## src/rtl/clock_mode_ctrl_pkg.sv

```systemverilog
// clock_mode_ctrl_pkg: state encodings, blink-mask field constants and field lookup.
package clock_mode_ctrl_pkg;
   typedef enum logic [2:0] {
      ST_IDLE    = 3'd0,
      ST_RUN     = 3'd1,
      ST_PAUSE   = 3'd2,
      ST_SET_HOU = 3'd3,
      ST_SET_MIN = 3'd4,
      ST_SET_SEC = 3'd5
   } state_e;
   localparam logic [5:0] MASK_SEC = 6'b000011;
   localparam logic [5:0] MASK_MIN = 6'b001100;
   localparam logic [5:0] MASK_HOU = 6'b110000;
   function automatic logic [5:0] field_mask(state_e s);
      return s == ST_SET_HOU ? MASK_HOU : s == ST_SET_MIN ? MASK_MIN : s == ST_SET_SEC ? MASK_SEC : 6'b000000;
   endfunction
endpackage

```

## src/rtl/clock_mode_ctrl_if.sv

```systemverilog
// clock_mode_ctrl_if: key/tick inputs and counter/display controls of the clock mode controller.
interface clock_mode_ctrl_if;
   logic tick_1hz, btn_start, btn_mode, btn_inc;
   logic cnt_en, inc_sec, inc_min, inc_hou, timing;
   logic [5:0] blink_mask;
   logic [2:0] mode;
   modport master (
      output tick_1hz, btn_start, btn_mode, btn_inc,
      input  cnt_en, inc_sec, inc_min, inc_hou, blink_mask, mode, timing
   );
   modport slave (
      input  tick_1hz, btn_start, btn_mode, btn_inc,
      output cnt_en, inc_sec, inc_min, inc_hou, blink_mask, mode, timing
   );
endinterface

```

## src/rtl/clock_mode_ctrl_btn_debounce.sv

```systemverilog
// btn_debounce: 2-FF synchronizer plus stability counter; press pulses on an accepted rising level.
module btn_debounce #(
   parameter int DB_CYC = 1_000_000
) (
   input  logic clk,
   input  logic rst,
   input  logic raw_i,
   output logic level_o,
   output logic press_o
);
   localparam int CW = $clog2(DB_CYC + 1);
   logic s1_q, s2_q, lvl_q, prs_q, acc;
   logic [CW-1:0] cnt_q;
   assign acc = (s2_q != lvl_q) && (cnt_q == CW'(DB_CYC - 1));
   always_ff @(posedge clk or posedge rst)
      if (rst) begin
         s1_q  <= 1'b0;
         s2_q  <= 1'b0;
         lvl_q <= 1'b0;
         prs_q <= 1'b0;
         cnt_q <= '0;
      end else begin
         s1_q  <= raw_i;
         s2_q  <= s1_q;
         cnt_q <= (s2_q == lvl_q || acc) ? '0 : cnt_q + 1'b1;
         lvl_q <= acc ? s2_q : lvl_q;
         prs_q <= acc & s2_q;
      end
   assign level_o = lvl_q;
   assign press_o = prs_q;
endmodule

```

## src/rtl/clock_mode_ctrl.sv

```systemverilog
// clock_mode_ctrl: debounced-key RUN/PAUSE/SET sequencer between the 1 Hz divider and the HH:MM:SS counter;
// drives count-enable, per-field increment pulses with auto-repeat, and the digit blink mask.
module clock_mode_ctrl
   import clock_mode_ctrl_pkg::*;
#(
   parameter int DB_CYC    = 1_000_000,
   parameter int HOLD_CYC  = 25_000_000,
   parameter int REP_CYC   = 5_000_000,
   parameter int BLINK_CYC = 12_500_000
) (
   input logic clk,
   input logic rst,
   clock_mode_ctrl_if.slave bus
);
   localparam int RW = $clog2(HOLD_CYC + 1);
   localparam int BW = $clog2(BLINK_CYC + 1);
   state_e state_q, state_d;
   logic [RW-1:0] rep_q, rep_d;
   logic [BW-1:0] bc_q, bc_d;
   logic [2:0] inc_q;
   logic ph_q, ph_d, cnt_en_q, timing_q;
   logic start_p, mode_p, inc_p, inc_lvl, chg, fire, wrap;
   btn_debounce #(.DB_CYC(DB_CYC)) u_db_start (.clk(clk), .rst(rst), .raw_i(bus.btn_start), .level_o(), .press_o(start_p));
   btn_debounce #(.DB_CYC(DB_CYC)) u_db_mode  (.clk(clk), .rst(rst), .raw_i(bus.btn_mode),  .level_o(), .press_o(mode_p));
   btn_debounce #(.DB_CYC(DB_CYC)) u_db_inc   (.clk(clk), .rst(rst), .raw_i(bus.btn_inc),   .level_o(inc_lvl), .press_o(inc_p));
   always_comb begin
      state_d = state_q;
      case (state_q)
         ST_IDLE, ST_PAUSE: state_d = mode_p ? ST_SET_HOU : start_p ? ST_RUN : state_q;
         ST_RUN:            state_d = start_p ? ST_PAUSE : ST_RUN;
         ST_SET_HOU:        state_d = mode_p ? ST_SET_MIN : ST_SET_HOU;
         ST_SET_MIN:        state_d = mode_p ? ST_SET_SEC : ST_SET_MIN;
         ST_SET_SEC:        state_d = mode_p ? ST_PAUSE : ST_SET_SEC;
         default:           state_d = ST_IDLE;
      endcase
   end
   // rep_q counts clocks since the press; reaching HOLD_CYC fires and reloads one REP_CYC short of it
   assign chg   = state_d != state_q;
   assign fire  = inc_p | (inc_lvl && rep_q == RW'(HOLD_CYC));
   assign rep_d = (chg || !inc_lvl) ? '0 : inc_p ? RW'(1) : (rep_q == RW'(HOLD_CYC)) ? RW'(HOLD_CYC - REP_CYC + 1) : (rep_q != '0) ? rep_q + 1'b1 : '0;
   assign wrap  = bc_q == BW'(BLINK_CYC - 1);
   assign bc_d  = (chg || wrap) ? '0 : bc_q + 1'b1;
   assign ph_d  = !chg && (ph_q ^ wrap);
   always_ff @(posedge clk or posedge rst)
      if (rst) begin
         state_q  <= ST_IDLE;
         rep_q    <= '0;
         bc_q     <= '0;
         ph_q     <= 1'b0;
         cnt_en_q <= 1'b0;
         timing_q <= 1'b0;
         inc_q    <= 3'b000;
      end else begin
         state_q  <= state_d;
         rep_q    <= rep_d;
         bc_q     <= bc_d;
         ph_q     <= ph_d;
         cnt_en_q <= bus.tick_1hz && state_q == ST_RUN;
         timing_q <= state_d == ST_RUN;
         inc_q    <= fire ? {state_q == ST_SET_HOU, state_q == ST_SET_MIN, state_q == ST_SET_SEC} : 3'b000;
      end
   assign bus.cnt_en     = cnt_en_q;
   assign bus.timing     = timing_q;
   assign bus.mode       = state_q;
   assign bus.inc_hou    = inc_q[2];
   assign bus.inc_min    = inc_q[1];
   assign bus.inc_sec    = inc_q[0];
   assign bus.blink_mask = ph_q ? field_mask(state_q) : 6'b000000;
endmodule

```

## src/flat_wrapper.sv

```systemverilog
// flat-port wrapper written by rule: the top's interface ports become plain ports
module clock_mode_ctrl_flat import clock_mode_ctrl_pkg::*;
#(
   parameter int DB_CYC    = 1_000_000,
   parameter int HOLD_CYC  = 25_000_000,
   parameter int REP_CYC   = 5_000_000,
   parameter int BLINK_CYC = 12_500_000
)
  (clk, rst, bus_tick_1hz, bus_btn_start, bus_btn_mode, bus_btn_inc, bus_cnt_en, bus_inc_sec, bus_inc_min, bus_inc_hou, bus_blink_mask, bus_mode, bus_timing);
  clock_mode_ctrl_if bus_i ();
  input logic clk;
  input logic rst;
  input wire logic [$bits(bus_i.tick_1hz)-1:0] bus_tick_1hz;
  input wire logic [$bits(bus_i.btn_start)-1:0] bus_btn_start;
  input wire logic [$bits(bus_i.btn_mode)-1:0] bus_btn_mode;
  input wire logic [$bits(bus_i.btn_inc)-1:0] bus_btn_inc;
  output wire logic [$bits(bus_i.cnt_en)-1:0] bus_cnt_en;
  output wire logic [$bits(bus_i.inc_sec)-1:0] bus_inc_sec;
  output wire logic [$bits(bus_i.inc_min)-1:0] bus_inc_min;
  output wire logic [$bits(bus_i.inc_hou)-1:0] bus_inc_hou;
  output wire logic [$bits(bus_i.blink_mask)-1:0] bus_blink_mask;
  output wire logic [$bits(bus_i.mode)-1:0] bus_mode;
  output wire logic [$bits(bus_i.timing)-1:0] bus_timing;
  assign bus_i.tick_1hz = bus_tick_1hz;
  assign bus_i.btn_start = bus_btn_start;
  assign bus_i.btn_mode = bus_btn_mode;
  assign bus_i.btn_inc = bus_btn_inc;
  assign bus_cnt_en = bus_i.cnt_en;
  assign bus_inc_sec = bus_i.inc_sec;
  assign bus_inc_min = bus_i.inc_min;
  assign bus_inc_hou = bus_i.inc_hou;
  assign bus_blink_mask = bus_i.blink_mask;
  assign bus_mode = bus_i.mode;
  assign bus_timing = bus_i.timing;
  clock_mode_ctrl #(.DB_CYC(DB_CYC), .HOLD_CYC(HOLD_CYC), .REP_CYC(REP_CYC), .BLINK_CYC(BLINK_CYC)) u_core (.clk(clk), .rst(rst), .bus(bus_i));
endmodule
```

## config.mk

```make
export PLATFORM = sky130hd
export DESIGN_NAME = clock_mode_ctrl_flat
export DESIGN_NICKNAME = d
export VERILOG_FILES = /design/src/rtl/clock_mode_ctrl_pkg.sv /design/src/rtl/clock_mode_ctrl_if.sv /design/src/rtl/clock_mode_ctrl_btn_debounce.sv /design/src/rtl/clock_mode_ctrl.sv /design/src/flat_wrapper.sv
export SDC_FILE = /design/constraint.sdc
export NUM_CORES = 1
export LEC_CHECK = 0
export CAP_MARGIN = 25
export CORE_MARGIN = 1.5
export CORE_UTILIZATION = 60
export DETAILED_ROUTE_END_ITERATION = 6
export PLACE_DENSITY = 0.77
export SETUP_SLACK_MARGIN = 0.1
export SLEW_MARGIN = 40
export SYNTH_ARGS = -nofsm -noshare
export SYNTH_HDL_FRONTEND = slang
export SYNTH_SLANG_ARGS = --single-unit
```

## constraint.sdc

```tcl
create_clock -name clk -period 5.4 [get_ports clk]
set_clock_uncertainty 0.2 [all_clocks]
set_input_delay 0.54 -clock clk [delete_from_list [all_inputs] [get_ports clk]]
set_output_delay 0.54 -clock clk [all_outputs]
set_load 0.01 [all_outputs]
```

Word level (Yosys, flattened, before mapping)

Cells that the tools add are included.

Add/sub/neg operators: 5
Reduce and logical (&&, ||, !) cells: 16
Mux-type cells: 20
Equality and inequality tests: 18
Bitwise gates (word level): 5

Operator list:

| operator                                       | count |
|---|---|
| 2-to-1 mux 25 bit                              | 4 |
| adder 20 x 1 -> 20 bit (second input constant) | 3 |
| == test 20 bit (second input constant)         | 3 |
| 2-to-1 mux 20 bit                              | 3 |
| adder 25 x 1 -> 25 bit (second input constant) | 1 |
| == test 25 bit (second input constant)         | 1 |
| nonzero test 25 bit                            | 1 |
| adder 24 x 1 -> 24 bit (second input constant) | 1 |
| == test 24 bit (second input constant)         | 1 |
| 2-to-1 mux 24 bit                              | 1 |
| 2-to-1 mux 6 bit                               | 3 |
| 2-to-1 mux 3 bit                               | 5 |
| one-hot mux 3 bit (5 select lines)             | 1 |
| == test 3 x 1 -> 1 bit (second input constant) | 2 |
| == test 3 x 2 -> 1 bit (second input constant) | 2 |
| == test 3 bit (second input constant)          | 2 |
| logical AND 1 bit                              | 6 |
| logical OR 1 bit                               | 5 |
| 2-to-1 mux 2 bit                               | 2 |
| bitwise AND 1 bit                              | 3 |
| == test 1 bit                                  | 3 |
| logical NOT 3 bit                              | 1 |
| != test 1 bit                                  | 3 |
| != test 3 bit                                  | 1 |
| 5 further kinds                                | 6 |

Flip-flop bits (word level): 130
Input port bits: 6
Output and inout port bits: 14

Longest topological paths before layout

Gate-level depths: netlist (run 1).

Depth in word-level cells: 6
Gate-level depth with buffers: 7
Gate-level depth less buffers: 6

Cells and area by module

A second synthesis (run 1) with hierarchy kept.

Cells, all modules: 659
Area, all modules: 6,620.1 um^2

Modules (own cells, without submodules):

| module                             | times used | area each (um^2) | cells each |
|---|---|---|---|
| clock_mode_ctrl                    | 1          | 3,124.2          | 323 |
| btn_debounce (u_core.u_db_inc ...) | 2          | 1,177.4          | 113 |
| btn_debounce (u_core.u_db_start)   | 1          | 1,141.1          | 110 |

Worst setup path after synthesis (run 1)

No wires, ideal clock.

Path kind: register -> register
Start: register u_core.bc_q[0]
End: register u_core.bc_q[18]
Library setup time: 0.094 ns
Arrival: 1.960 ns
Path slack: 3.146 ns
Stages on the path, launching flop included: 7
Data required time: 5.106 ns
Cell sequence: dfrtp_1 -> ha_1 -> nand4_1 -> or4_1 -> buf_2 -> or3_1 -> a211oi_1

Word-level cells in the longest chain between the ends: 3
Elaborated cells between the ends (all ways): 4
Those cells by class: add/sub: 1; eq/ne: 1; mux: 1; reduce/logical: 1

RTL lines:

| item                                                                           | line                  | text |
|---|---|---|
| from (decl)                                                                    | clock_mode_ctrl.sv:19 | `logic [BW-1:0] bc_q, bc_d;` |
| from (signal assigned)                                                         | clock_mode_ctrl.sv:48 | `bc_q <= '0;` |
| from (signal assigned)                                                         | clock_mode_ctrl.sv:56 | `bc_q <= bc_d;` |
| parallel branches: the longest is 2 deep, another holds adder 24 x 1 -> 24 bit | --                    |  |
| 2-to-1 mux 24 bit (*)                                                          | clock_mode_ctrl.sv:42 | `assign bc_d = (chg \|\| wrap) ? '0 : bc_q + 1'b1;` |
| net u_core.bc_d[18]                                                            | clock_mode_ctrl.sv:19 |  |

Mark *: on every way through the listed nets, which the timed path passes.
A chain may end at the register's enable or synchronous reset.

Final worst setup path (run 1)

Start: register u_core.state_q[2] (netlist: u_core.bus.mode[2])
End: output bus_blink_mask[1]

Word-level cells in the longest chain between the ends: 5
Elaborated cells between the ends (all ways): 7
Those cells by class: eq/ne: 3; mux: 4

RTL lines:

| item                   | line                      | text |
|---|---|---|
| from (decl)            | clock_mode_ctrl.sv:17     | `state_e state_q, state_d;` |
| from (signal assigned) | clock_mode_ctrl.sv:54     | `state_q <= state_d;` |
| == test 3 bit          | clock_mode_ctrl_pkg.sv:15 | `return s == ST_SET_HOU ? MASK_HOU : s == ST_SET_MIN ? MASK_MIN : s == ST_SET_SEC ? MASK_SEC : 6'b000000;` |
| 2-to-1 mux 2 bit       | clock_mode_ctrl_pkg.sv:15 |  |
| 2-to-1 mux 6 bit       | clock_mode_ctrl_pkg.sv:15 |  |
| 2-to-1 mux 6 bit (*)   | clock_mode_ctrl_pkg.sv:15 |  |
| 2-to-1 mux 6 bit (*)   | clock_mode_ctrl.sv:68     | `assign bus.blink_mask = ph_q ? field_mask(state_q) : 6'b000000;` |
| to (decl)              | flat_wrapper.sv:21        | `output wire logic [$bits(bus_i.blink_mask)-1:0] bus_blink_mask;` |

Mark *: on every way between the ends. The rest lies on a longest branch, timed or not.

==> results of run 1 <==
[cells in the mapped netlist, drive strengths merged (4+ instances only)]
library cell,number
nand4,28
xnor2,41
and3,8
nor2,55
o31ai,13
nor3b,4
buf,11
nor4b,6
ha,6
or4b,4
nand3,41
a21oi,22
inv,31
and4,9
a211oi,21
nand2,41
or4,16
xor2,24
dfrtp,130
nor3,42
or3,28
clkbuf,17
nor4,22
o21ai,29
mux2,4
[sequential cells by signal, indices dropped and copies added (netlist names), 3 cells and up]
name	cells
u_core.u_db_start.cnt_q	20
u_core.u_db_mode.cnt_q	20
u_core.bus.mode	3
u_core.inc_q	3
u_core.u_db_inc.cnt_q	20
u_core.rep_q	25
u_core.bc_q	24
[critical path, delay by kind of cell, from the launching register on]
kind,cells,cell delay (ns)
flops,1,0.55
buf+inv,1,0.60
simple gates,3,0.57
[layout make-up]
type,instances,area [sq um]
Clock inverter,5,27.5
Clock buffer,27,482
Fill cell,796,3090
Tap cell,136,170
Timing Repair Buffer,25,235
Inverter,31,119
Sequential cell,130,3250
Multi-Input combinational cell,486,3080
[metrics by stage]
| step | util, % | hold WS [ns] | setup WS, ns |
|---|---|---|---|
| 2_1_floorplan | - | 0.131 | 1.19 |
| 3_3_place_gp | 65.4 | 0.133 | 2.92 |
| 3_5_place_dp | 65.5 | 0.140 | 2.82 |
| 4_1_cts | 70.4 | 0.151 | 2.41 |
| 5_1_grt | 70.4 | 0.155 | 2.27 |
| 6_report | 70.4 | 0.149 | 2.41 |
[cell families after synthesis]
logic type / Yosys count / share of synthesized area (%)
xor gates and xnor gates: 65 / 8.70
AOI/OAI and AO/OA: 93 / 9.31
DFF: 130 / 49.7
and+or+nand+nor: 317 / 26.6
adders and majority gates: 6 / 1.15
buffers and inverters: 59 / 3.71
muxes: 5 / 0.841
[worst max path at each step]
stage	start	end	slack, ns	cells after the start
finish	u_core.bus.mode[2]	bus_blink_mask[1]	2.41	4
global route	u_core.bus.mode[2]	bus_blink_mask[1]	2.27	4
CTS	u_core.bus.mode[2]	bus_blink_mask[1]	2.41	4
detailed placement	u_core.bc_q[0]	u_core.bc_q[19]	2.82	6
global placement	u_core.bc_q[0]	u_core.bc_q[15]	2.92	6
floorplan	rst	u_core.bc_q[0]	1.19	1
[metal layers]
layer / track usage (%) / vias up / wire, microns / part of all wire [%]
met1: 32.9 / 2497 / 6120 / 46
met2: 41.0 / 114 / 6350 / 48
met5: 0 / - / 0 / 0
met4: 9.30 / 0 / 220 / 1.7
met3: 7.08 / 21 / 577 / 4.3
li1: - / 2493 / - / -
[power by group through the flow]
stage / clock network, W / logic [W] / registers, W
final: 0.000984 / 0.0000433 / 0.000990
after CTS: 0.00100 / 0.0000452 / 0.000990
after global routing: 0.00106 / 0.0000518 / 0.000991
after floorplan: 0 / 0.0000310 / 0.00101
after global placement: 0 / 0.0000428 / 0.00101
after detailed placement: 0 / 0.0000453 / 0.00101
==> summary.md, run 1 <==
| Metric | Value |
|---|---|
| Status | completed |
| CP Capture Type | output port |
| Slew at the pin closest to its max-slew limit | slightly below 0.8 ns |
| DRT antenna net count | 0 |
| Sw Ratio | between 20% and 30% |
| Setup TNS | 0 ns |
| Min-Delay Startpoint | u_core.u_db_mode.s1_q |
| RSZ-0062 raised after global routing | false |
| Die X | 107 microns |
| Worst Hold Depth | 0 |
| Max-cap violations | 0 |
| P per Cell Area | 274 nW/um^2 |
| Sink Count | 130 |
| Vias/cell | 6.10 |
| Hold Violations, Final | 0 |
| Clk slew on worst S/H paths | roughly 0.06 ns |
| Clock Tree Root | clkbuf_8 |
| Remaining DRCs | 0 |
| Quantity of hold-fixing buffers added after cts | 0 |
| Gr ovfl total | 0 |
| # resized after CTS | 0 |
| Area grow syn2layout | 12.6% |
| Placed instance count | 808 |
| Flops & latches, synth | 130 |
| Fin crit share | 55.3% |
| Vias | between 5,000 and 6,000 |
| Critical-path cell list | nor2b_1, nand2_1, nor2_1, clkdlybuf4s50_1 |
| Post-Syn Area | 6550 sq um |
| Top cells by area, synth | dfrtp_1 (50%), xnor2_1 (5.5%), nor3_1 (3.2%), xor2_1 (3.2%), nor2_1 (3.2%) |
| Ports | 20 |
| Clock Latency Late Sink | 0.53 ns |
| Routed WL | 13,300 microns |
| Vias in the first global route | 4,960 |
| Synth Instances | 675 |
| Pre-antenna DRT Iters | 5 |
| Final setup violating endpoints | 0 |
| Predominant post-synthesis flop cell | dfrtp_1 |
| Die ar. | 11,500 sq um |
| CP Launch Type | flip-flop |
| Share of layout cells above drive strength 1 | 6.25% |
| Comb pwr share | under 10% |
| Asr flop ratio synth | 100% |
| Most common cell after layout, fill and taps aside | dfrtp_1 |
| Most frequent cells in the layout | dfrtp_1 (130), nor2_1 (55), nand2_1 (41), nand3_1 (41), xnor2_1 (41) |
| H-Tree Depth | 4 |
| Non-filler cells, final | 840 |
| DR WL/cell | 15.8 microns |
| Required time of the critical path | between 4 and 5 ns |
| Longest Clk Path Bufs | 2 |
| Hold path endpoint | u_core.u_db_mode.s2_q |
| Finished Cell Area | 7370 sq um |
| Switching pwr | roughly 0.00043 W |
| Overall Global Routing Usage | 25.4% |
| Count of different cell masters after synthesis | 48 |
| Setup CP Type | flip-flop to output port |
| Final Max Slew Viols | 0 |
| # rows | 37 |
| Hold Crit Class | flip-flop to flip-flop |
| Worst R2R Setup Slack | 2.90 ns |
| Die Span Y | approximately 110 microns |
| Static Leak | between 2 and 3 nW |
| Total CTS buffers | 17 |
| Final nets | 703 |
| Peak supply drop | between 0.2 and 0.3 mV |
| Core Box Area | 10,500 sq um |
| Largest net degree at the start of global routing | 57 |
| Initial DRC count | 393 |
| F_max | 335 MHz |
| First-pass GRT wire length | 23,000 microns |
| Worst R2R Path Depth | 5 |
| Clk pwr share | 48.8% |
| YS warnings | 0 |
| Dpl hpwl | 8810 microns |
| Pint | 0.00159 W |
| Initial Utilization | 62.6% |
| Diodes inserted | 0 |
| Worst-path fanout max | 12 |
| Slowest library cell on the worst path | clkdlybuf4s50_1 |
| Synth top area share | between 40 and 50% |
| Seq pwr share | 49.1% |
| Syn avg cell area | 9.70 sq um |
| Delay of the slowest critical-path stage | 0.60 ns |
| Worst endpoint data arrival time | 2.25 ns |
| FF-to-FF End | u_core.u_db_mode.cnt_q[9] |
| Synth area leader | dfrtp_1 |
| I/O Buffers | 19 |
| Sequential fraction of the synthesis area | 49.7% |
| Slew headroom | 47.6% |
| Final GP Congestion | 0.843 |
| Setup bufs post-CTS | 0 |
| Antenna violations before repair | 0 |
| Syn nets | 687 |
| Placed Area | 6850 sq um |
| Total power | 0.00202 W |
| Post-synth EDFFs | 0 |
| CTS tree | yes |
| Crit Reg-Reg Startpoint | u_core.u_db_mode.cnt_q[0] |
| Tmin final | 2.99 ns |
No activity file was read; power rests on OpenSTA's default activity.
==> run 2, diff against run 1 <==
- clock period: 5.4 -> 2.9 ns (I/O delays scaled with it)
==> run 2 against run 1 <==
Effect of this change: wire length is 1.6% lower; core utilization is 1.2 points higher; die area stayed put; final area is 1.7% higher; critical endpoint is now bus_blink_mask[4]; non-clock buffer count is 5 higher; largest cell class unchanged; setup slack worse by 2.1 ns; hold slack worse by 0.10 ns; clock power is 120% higher.
==> summary.md, run 2 (same netlist as run 1, synthesis figures left out) <==
| Metric | Value |
|---|---|
| Status | completed |
| P per Cell Area | 540 nW/um^2 (+97%) |
| First-pass GRT wire length | 22,700 microns (-1.3%) |
| Die Span Y | 107 microns (unchanged) |
| Multi-input logic area | 3070 sq um (-0.49%) |
| Slew at the pin closest to its max-slew limit | 0.723 ns (-0.0635 ns) |
| Max reg flops | 25 (unchanged) |
| Slew headroom | 51.8% (+4.2 points) |
| Vias in the first global route | 4,995 (+0.71%) |
| M2 GR Usage | 41.5% (+0.50 points) |
| Gr ovfl total | 0 (unchanged) |
| Setup WS post-layout | 0.278 ns (-2.13 ns) |
| Final setup violating endpoints | 0 (unchanged) |
| Fin crit share | ~90% |
| Initial Utilization | 62.6% (unchanged) |
| Max-cap violations | 0 (unchanged) |
| Clk pwr share | 52.3% (+3.5 points) |
| Core Box Area | 10,500 sq um (unchanged) |
| Worst R2R Setup Slack | 0.40 ns (-2.50 ns) |
| Peak supply drop | 0.498 mV (+86%) |
| Clock Tree Root | clkbuf_8 |
| Comb pwr share | 2.1% (about the same) |
| Die X | 107 microns (unchanged) |
| Placed Area | 6870 sq um (+0.29%) |
| Biggest regs | u_core.rep_q x25, u_core.bc_q x24 |
| Initial DRC count | 265 (-33%) |
| Dpl hpwl | 8570 microns (-2.7%) |
| CP Capture Type | output port |
| # rows | 37 (unchanged) |
| Vias | 5,076 (-0.96%) |
| Largest net degree at the start of global routing | 131 (+130%) |
| Switching pwr | 0.000824 W (+94%) |
| H-Tree Depth | 4 (unchanged) |
| Area grow syn2layout | 14.5% |
| Most common cell after layout, fill and taps aside | dfrtp_1 |
| Clk slew on worst S/H paths | 0.06 ns (about the same) |
| Overall Global Routing Usage | 24.9% (-0.57 points) |
| Static Leak | 2.87 nW (+1.2%) |
| Share of layout cells above drive strength 1 | 7.20% (+0.95 points) |
| Pre-antenna DRT Iters | 4 (-1) |
| DR WL/cell | 15.5 microns (-2.1%) |
| Fill cell instance count of the final layout | 779 (-2.1%) |
| Routed WL | 13,100 microns (-1.6%) |
| Storage element area | 3250 sq um (about the same) |
| Worst-path fanout max | 10 (-2) |
| F_max | 381 MHz |
| Pint | 0.00323 W (+100%) |
| Required time of the critical path | 2.41 ns (-2.25 ns) |
| Place WS | 0.493 ns (-2.32 ns) |
| Sw Ratio | 20.3% (-0.75 points) |
| Ports | 20 (unchanged) |
| Die ar. | 11,500 sq um (unchanged) |
| Most frequent cells in the layout | dfrtp_1 (129), nor2_1 (55), nand2_1 (41), nand3_1 (41), xnor2_1 (41) |
| Seq pwr share | 45.5% (-3.6 points) |
| Longest Clk Path Bufs | 2 (unchanged) |
| Hold Crit Class | primary input to async pin |
| M3 GR Usage | 5.15% (-1.9 points) |
| Diodes inserted | 0 (unchanged) |
| Setup TNS | 0 ns (unchanged) |
| RSZ-0062 raised after global routing | false |
| Met1 GRT Util | 30.8% (-2.1 points) |
| Tmin final | ~2.6 ns |
| Final GP Congestion | 0.846 (+0.30%) |
| Vias/cell | 6.01 (-1.4%) |
| CP Launch Type | flip-flop |
| Remaining DRCs | 0 (unchanged) |
| Reg with most FFs | u_core.rep_q |
| CTS tree | yes |
| Sink Count | 130 (unchanged) |
| Finished Cell Area | 7500 sq um (+1.7%) |
| Final Max Slew Viols | 0 (unchanged) |
| Antenna violations before repair | 0 (unchanged) |
| Clock Latency Late Sink | 0.53 ns (about the same) |
| Final nets | 708 (+0.71%) |
| I/O Buffers | 19 (unchanged) |
| DRT antenna net count | 0 (unchanged) |
| Total CTS buffers | 17 (unchanged) |
| GR peak layer | met2 |
| Hold Violations, Final | 0 (unchanged) |
| Worst endpoint data arrival time | 2.13 ns (-0.12 ns) |
| Setup CP Type | flip-flop to output port |
-- run 2: path summary, 6_finish.rpt --
check | endpoint | cells past startpoint | startpoint
max in group asynchronous | u_core.bus.mode[2] | 3 | rst
setup reg to reg | u_core.bc_q[20] | 5 | u_core.bc_q[0]
min in group clk | u_core.bus.cnt_en | 2 | bus_tick_1hz
hold / removal | u_core.rep_q[16] | 3 | rst
setup / recovery | bus_blink_mask[4] | 4 | u_core.bus.mode[0]
hold reg to reg | u_core.u_db_mode.s2_q | 0 | u_core.u_db_mode.s1_q
-- run 2: per-stage QoR --
step	cells	utilization, %	total power [W]	hold WS, ns
6_report	844	71.7	0.00405	0.0482
5_1_grt	844	71.7	0.00418	0.133
3_3_place_gp	810	65.7	0.00196	0.133
3_5_place_dp	810	65.7	0.00196	0.136
2_1_floorplan	675	-	0.00193	0.121
4_1_cts	844	71.7	0.00410	0.104
-- run 2: per-layer routing --
metal  vias up  wire length [microns]
met3        21                    487
met4         0                    252
met2        80                   6490
met1      2468                   5830
met5         -                      0
li1       2507                      -
-- run 2: layout make-up --
type	count	area share, %
Timing Repair Buffer	30	3.90
Inverter	31	1.60
Sequential cell	130	43.4
Clock inverter	9	1.74
Clock buffer	22	6.17
Tap cell	136	2.27
Multi-Input combinational cell	486	40.9
-- run 2: repair_timing --
action                                  4_1_cts  5_1_grt
endpoints found under the hold margin         3        0
buffers inserted                              0        0
endpoints found under the setup margin        0        2
gates resized for setup                       0        1
hold buffers                                  3        0
-- run 2: worst max-delay path, cell delays in order, from the launching register on --
cell and delay (ns):
dfrtp_1 0.53, inv_2 0.12, nor2_1 0.13, and3_1 0.25, clkdlybuf4s50_1 0.56
-- run 2: power by group through the flow --
stage | registers [W] | clock network [W] | logic (W)
global placement | 0.00187 | 0 | 0.0000829
finish | 0.00184 | 0.00212 | 0.0000869
CTS | 0.00184 | 0.00217 | 0.0000904
global route | 0.00184 | 0.00223 | 0.000101
detailed placement | 0.00187 | 0 | 0.0000870
floorplan | 0.00187 | 0 | 0.0000580
==> run 3, diff against run 2 <==
- GPL_ROUTABILITY_DRIVEN: not set -> 0
==> results of run 3 <==
No change in the layout: final DEF, timing and power equal those of run 2.
